`src/rtl/zrle_pkg.sv`:
```
// Shared definitions for the ZRLE input arbiter: default sizes and FSM encoding.
package zrle_pkg;

  localparam int DATA_W_DEF = 64;
  localparam int N_REQ_DEF  = 4;

  // Arbiter states: IDLE means no packet is open, LOCK means one requester owns the output.
  localparam logic [0:0] ST_IDLE = 1'b0;
  localparam logic [0:0] ST_LOCK = 1'b1;

endpackage

```
`src/rtl/zrle_arb_rr_pick.sv`:
```
// Combinational round-robin selector: first request at or after the pointer, wrapping.
module rr_pick #(
  parameter int N = 4,
  parameter int W = $clog2(N)
) (
  input  logic [N-1:0] i_req,
  input  logic [W-1:0] i_ptr,
  output logic [N-1:0] o_gnt_oh,
  output logic [W-1:0] o_idx,
  output logic         o_any
);

  logic [W-1:0] w_pos;

  // Walk the requests starting at the pointer; N is a power of two so the index wraps naturally.
  always_comb begin
    o_gnt_oh = '0;
    o_idx    = '0;
    o_any    = 1'b0;
    w_pos    = '0;
    for (int i = 0; i < N; i++) begin
      w_pos = i_ptr + W'(i);
      if (!o_any && i_req[w_pos]) begin
        o_any           = 1'b1;
        o_idx           = w_pos;
        o_gnt_oh[w_pos] = 1'b1;
      end
    end
  end

endmodule

```
`src/rtl/zrle_arb.sv`:
```
// Packet-granular round-robin arbiter feeding a single registered stream into the compressor.
module zrle_arb
  import zrle_pkg::*;
#(
  parameter  int DATA_W = DATA_W_DEF,
  parameter  int N_REQ  = N_REQ_DEF,
  localparam int CH_W   = $clog2(N_REQ)
) (
  input  logic                    clk,
  input  logic                    rst_n,
  input  logic [N_REQ*DATA_W-1:0] req_data_i,
  input  logic [N_REQ-1:0]        req_valid_i,
  input  logic [N_REQ-1:0]        req_sop_i,
  input  logic [N_REQ-1:0]        req_eop_i,
  output logic [N_REQ-1:0]        req_ready_o,
  output logic [DATA_W-1:0]       data_o,
  output logic                    valid_o,
  output logic                    sop_o,
  output logic                    eop_o,
  output logic [CH_W-1:0]         ch_o,
  input  logic                    ready_i,
  output logic                    err_o
);

  logic [0:0]        r_state;
  logic [CH_W-1:0]   r_gnt;
  logic [CH_W-1:0]   r_rr_ptr;
  logic [DATA_W-1:0] r_data;
  logic              r_valid;
  logic              r_sop;
  logic              r_eop;
  logic [CH_W-1:0]   r_ch;
  logic              r_err;
  logic              r_bad_prev;

  logic              w_load_en;
  logic [N_REQ-1:0]  w_cand;
  logic [N_REQ-1:0]  w_win_oh;
  logic [CH_W-1:0]   w_win_idx;
  logic              w_win_any;
  logic [N_REQ-1:0]  w_gnt_oh;
  logic [N_REQ-1:0]  w_ready;
  logic [CH_W-1:0]   w_sel;
  logic              w_acc;
  logic [DATA_W-1:0] w_sel_data;
  logic              w_sel_sop;
  logic              w_sel_eop;
  logic              w_lock_sop_err;
  logic              w_bad;

  // The output register may load whenever it is empty or being drained this cycle.
  assign w_load_en = !r_valid | ready_i;
  assign w_cand    = req_valid_i & req_sop_i;

  rr_pick #(.N(N_REQ), .W(CH_W)) u_pick (
    .i_req    (w_cand),
    .i_ptr    (r_rr_ptr),
    .o_gnt_oh (w_win_oh),
    .o_idx    (w_win_idx),
    .o_any    (w_win_any)
  );

  // Decode the locked owner into a one-hot vector.
  always_comb begin
    w_gnt_oh        = '0;
    w_gnt_oh[r_gnt] = 1'b1;
  end

  // Only the locked owner, or the IDLE winner, may be accepted, and only when the output can load.
  always_comb begin
    w_ready = '0;
    if (rst_n && w_load_en) begin
      if (r_state == ST_LOCK) begin
        w_ready = w_gnt_oh;
      end else if (w_win_any) begin
        w_ready = w_win_oh;
      end
    end
  end

  assign req_ready_o = w_ready;
  assign w_sel       = (r_state == ST_LOCK) ? r_gnt : w_win_idx;
  assign w_acc       = |(w_ready & req_valid_i);
  assign w_sel_sop   = req_sop_i[w_sel];
  assign w_sel_eop   = req_eop_i[w_sel];

  // Steer the selected requester's beat towards the output register.
  always_comb begin
    w_sel_data = '0;
    for (int k = 0; k < N_REQ; k++) begin
      if (w_sel == CH_W'(k)) begin
        w_sel_data = req_data_i[k*DATA_W +: DATA_W];
      end
    end
  end

  assign w_lock_sop_err = (r_state == ST_LOCK) && w_acc && w_sel_sop;
  assign w_bad          = (r_state == ST_IDLE) && (|(req_valid_i & ~req_sop_i));

  // Output stage: one register set that loads on load_en and holds while stalled.
  always_ff @(posedge clk) begin
    if (!rst_n) begin
      r_valid <= 1'b0;
      r_data  <= '0;
      r_sop   <= 1'b0;
      r_eop   <= 1'b0;
      r_ch    <= '0;
    end else if (w_load_en) begin
      r_valid <= w_acc;
      if (w_acc) begin
        r_data <= w_sel_data;
        r_sop  <= w_sel_sop;
        r_eop  <= w_sel_eop;
        r_ch   <= w_sel;
      end
    end
  end

  // Error pulse: stray sop inside a locked packet, or the first cycle of non-sop traffic while IDLE.
  always_ff @(posedge clk) begin
    if (!rst_n) begin
      r_err      <= 1'b0;
      r_bad_prev <= 1'b0;
    end else begin
      r_err      <= w_lock_sop_err | (w_bad & ~r_bad_prev);
      r_bad_prev <= w_bad;
    end
  end

  // Packet FSM: lock on a multi-beat sop, release on eop and advance the pointer past the owner.
  always_ff @(posedge clk) begin
    if (!rst_n) begin
      r_state  <= ST_IDLE;
      r_gnt    <= '0;
      r_rr_ptr <= '0;
    end else if (w_acc) begin
      if (r_state == ST_IDLE) begin
        r_gnt <= w_win_idx;
        if (w_sel_eop) begin
          r_rr_ptr <= w_win_idx + CH_W'(1);
        end else begin
          r_state <= ST_LOCK;
        end
      end else if (w_sel_eop) begin
        r_state  <= ST_IDLE;
        r_rr_ptr <= r_gnt + CH_W'(1);
      end
    end
  end

  assign data_o  = r_data;
  assign valid_o = r_valid;
  assign sop_o   = r_sop;
  assign eop_o   = r_eop;
  assign ch_o    = r_ch;
  assign err_o   = r_err;

endmodule

```
`config.mk`:
```
export PLATFORM = sky130hd
export DESIGN_NAME = zrle_arb
export DESIGN_NICKNAME = d
export VERILOG_FILES = /design/src/rtl/zrle_pkg.sv /design/src/rtl/zrle_arb_rr_pick.sv /design/src/rtl/zrle_arb.sv
export SDC_FILE = /design/constraint.sdc
export NUM_CORES = 1
export LEC_CHECK = 0
export BUFFER_PORTS_ARGS = -buffer_cell sky130_fd_sc_hd__buf_2
export CORE_AREA = 4 4 131 133
export DETAILED_ROUTE_END_ITERATION = 16
export DIE_AREA = 0 0 135 137
export PLACE_DENSITY = 0.66
export RECOVER_POWER = 25
export SETUP_SLACK_MARGIN = 0.15
export SLEW_MARGIN = 5
export SYNTH_ARGS = -nofsm -noshare
export SYNTH_HDL_FRONTEND = slang
export SYNTH_HIERARCHICAL = 1
export SYNTH_SLANG_ARGS = --single-unit
```
`constraint.sdc`:
```
create_clock -name clk -period 3.98 [get_ports clk]
set_clock_uncertainty 0.05 [all_clocks]
set_input_delay 0.199 -clock clk [delete_from_list [all_inputs] [get_ports clk]]
set_output_delay 0.199 -clock clk [all_outputs]
set_load 0.01 [all_outputs]
```
==> reports/results.ini <==
[placed_design]
place_hpwl_mm=16.4
port_buffers=344
placed_cells=1165
place.gp.congestion=0.897

[yosys]
synth_nets=939
yosysTopAreaCell=dfxtp_1
synth.area.top_cells=dfxtp_1 28%, a21oi_1 13%, a211oi_2 11%
yosys.area_share.simple=0.176
synthDistinctLibCells=48
synth_cells=659
ys.flop_type=dfxtp_1
synthAdderAreaFrac=0.0207
synth_top_family_by_area=compound AO/OA/AOI/OAI gates
syn_area_per_cell_sq_um=8.27
ys.warnings.count=6
ys_seq_elements=76
synth_top_area_share=0.279
synth_compound_area_frac=0.413
synth-edff-count=0
async_flop_share=0
synth_area_sq_um=5450
synth_mux_area_frac=0.0344
synth_xor_area_frac=0
ys_seq_area_frac=0.279

[setup_path]
cp.required_ns=4.17
cp-start-kind=flop
critical_path_class=reg -> reg
end_kind=flop
crit_arrival_ns=3.73
reg2reg_depth=15
critPathMaxFanout=21

[floorplan]
fp-row-count=46
die_y_um=137
start_util=0.345
core_area_sq_um=15800
design.die.area_sq_um=18500
die_w_um=135
pin_count=345

[clocking]
cts.htree.levels=3
clk_path_buf_depth=2
cts_tree=done
clkTransAtPathRegs_ns=0.06
clock_latency_ns=0.33
cts_root_buffer=clkbuf_16
cts_made_buffers=9
clock_sinks=76

[cells_and_area]
area_growth_pct=43.0
instances_no_fill=1190
nFillCells=1592
drive_above_1_share=0.438
final_cell_mix=307 x buf_2, 137 x a21oi_1, 76 x dfxtp_1
finalNetCount=1249
num_antenna_cells=0
final_common_cell=buf_2

[routing]
first_pass_iters=5
via_per_inst=5.44
drt_first_iter_violations=352
wl_mm=22.4
wl_per_cell_um=18.8
drtAntennaViolNets=0
drcViolationCount=0
num_vias=6469

[timing]
maxSlewHeadroom=0.355
slew_violations=0
fin_crit_sh=0.890
tightest_slew_ns=0.967
max_freq_mhz=282
holdWs_ns=0.131
fin_setup_tns_ns=0
grt_setup_unrepaired=no
hold_viol_final=0
fin_crit_ns=3.54
setup_violations=0

[pwr]
peakVddDrop_mv=0.466
p_leak_uw=0.00319
powerDensity_nw_per_um2=1150
p_total_uw=8930

[global_routing]
grt_use_total=0.220
grt_max_degree=51
grt_pass1_wl_mm=32.4
antenna_found_initial=1
grt_pass1_vias=5997
grt_overflow_total=0

[worst_hold_path]
worstHoldPathType=in -> reg
min_path_cells=3

[job]
maxCapViolCount=0

[outcome]
status=finished, final reports clean

==> routing by layer <==
| metal | GRT usage | wire length (um) | part of all wire |
|---|---|---|---|
| met1 | 0.282 | 9110 | 0.41 |
| met2 | 0.357 | 10900 | 0.49 |
| met3 | 0.0596 | 1710 | 0.077 |
| met4 | 0.0739 | 641 | 0.029 |
| met5 | 0 | 12 | 0.00054 |
==> cell type report <==
cell class / instances / area, sq um / share of cell area
well taps: 216 / 270 / 0.0347
inverters: 16 / 61.3 / 0.00786
clock inverters: 4 / 95.1 / 0.0122
flip-flops and latches: 76 / 1520 / 0.195
repair buffers: 374 / 2020 / 0.259
clock buffers: 12 / 256 / 0.0329
multi-input cells: 492 / 3580 / 0.459
==> synthesized netlist by cell type (all sizes together) (5+ instances only) <==
library cell and n:
o21ai 9, mux4 5, a211oi 64, nand2 11, inv 16, a221oi 64, a22oi 9, buf 23
a21oi 138, dfxtp 76, nor2 12, and2 5, nor2b 65, clkbuf 53, nor3 65, ha 9
==> kinds of logic (layout without fill, tap and decap cells) <==
group	after synthesis	after routing
fa+ha+maj	9	9
flops	76	76
mux	11	11
compound gates	301	301
simple gates	170	171
buf+inv	92	406
==> timing repair <==
action,CTS,global route
endpoints found under the setup margin,0,64
gates resized for setup,0,8
hold endpoints to repair,0,0
buffers inserted,0,8
hold buffers,0,0
==> state kept, by name, indices dropped and copies added, names as in the netlist <==
signal and cells:
sop_o 1, r_gnt 2, valid_o 1, r_state 1, eop_o 1, r_rr_ptr 2
ch_o 2, err_o 1, r_bad_prev 1, data_o 64
==> through the flow <==
stage                     setup WS [ns]  utilization  cell area, sq um
final                             0.439        0.493              7800
after detailed placement          0.234        0.467              7390
after global placement            0.284        0.467              7390
after CTS                         0.228        0.489              7740
after global routing              0.148        0.493              7800
after floorplan                   0.373            -              5450
==> final timing paths <==
kind | from | endpoint | slack [ns]
max reg2reg | r_rr_ptr[0] | data_o[11] | 0.44
min | ready_i | valid_o | 0.13
min reg2reg | r_bad_prev | err_o | 0.42
max | r_rr_ptr[0] | data_o[11] | 0.44
==> critical path, stage by stage (launching register included) <==
cell	delay, ns
dfxtp_1	0.32
inv_1	0.08
ha_1	0.37
mux4_2	0.38
and2b_2	0.28
o21ai_0	0.15
o31ai_1	0.10
mux2_4	0.35
inv_2	0.11
ha_1	0.17
nor2b_4	0.26
buf_12	0.19
a221oi_1	0.09
nor3_1	0.23
a21oi_1	0.10
a211oi_2	0.21
==> where the power goes <==
| part | switching [uW] | internal, uW |
|---|---|---|
| registers | 218 | 1130 |
| clock network | 324 | 646 |
| logic | 3860 | 2760 |
Power figures use the tool's default switching activity.
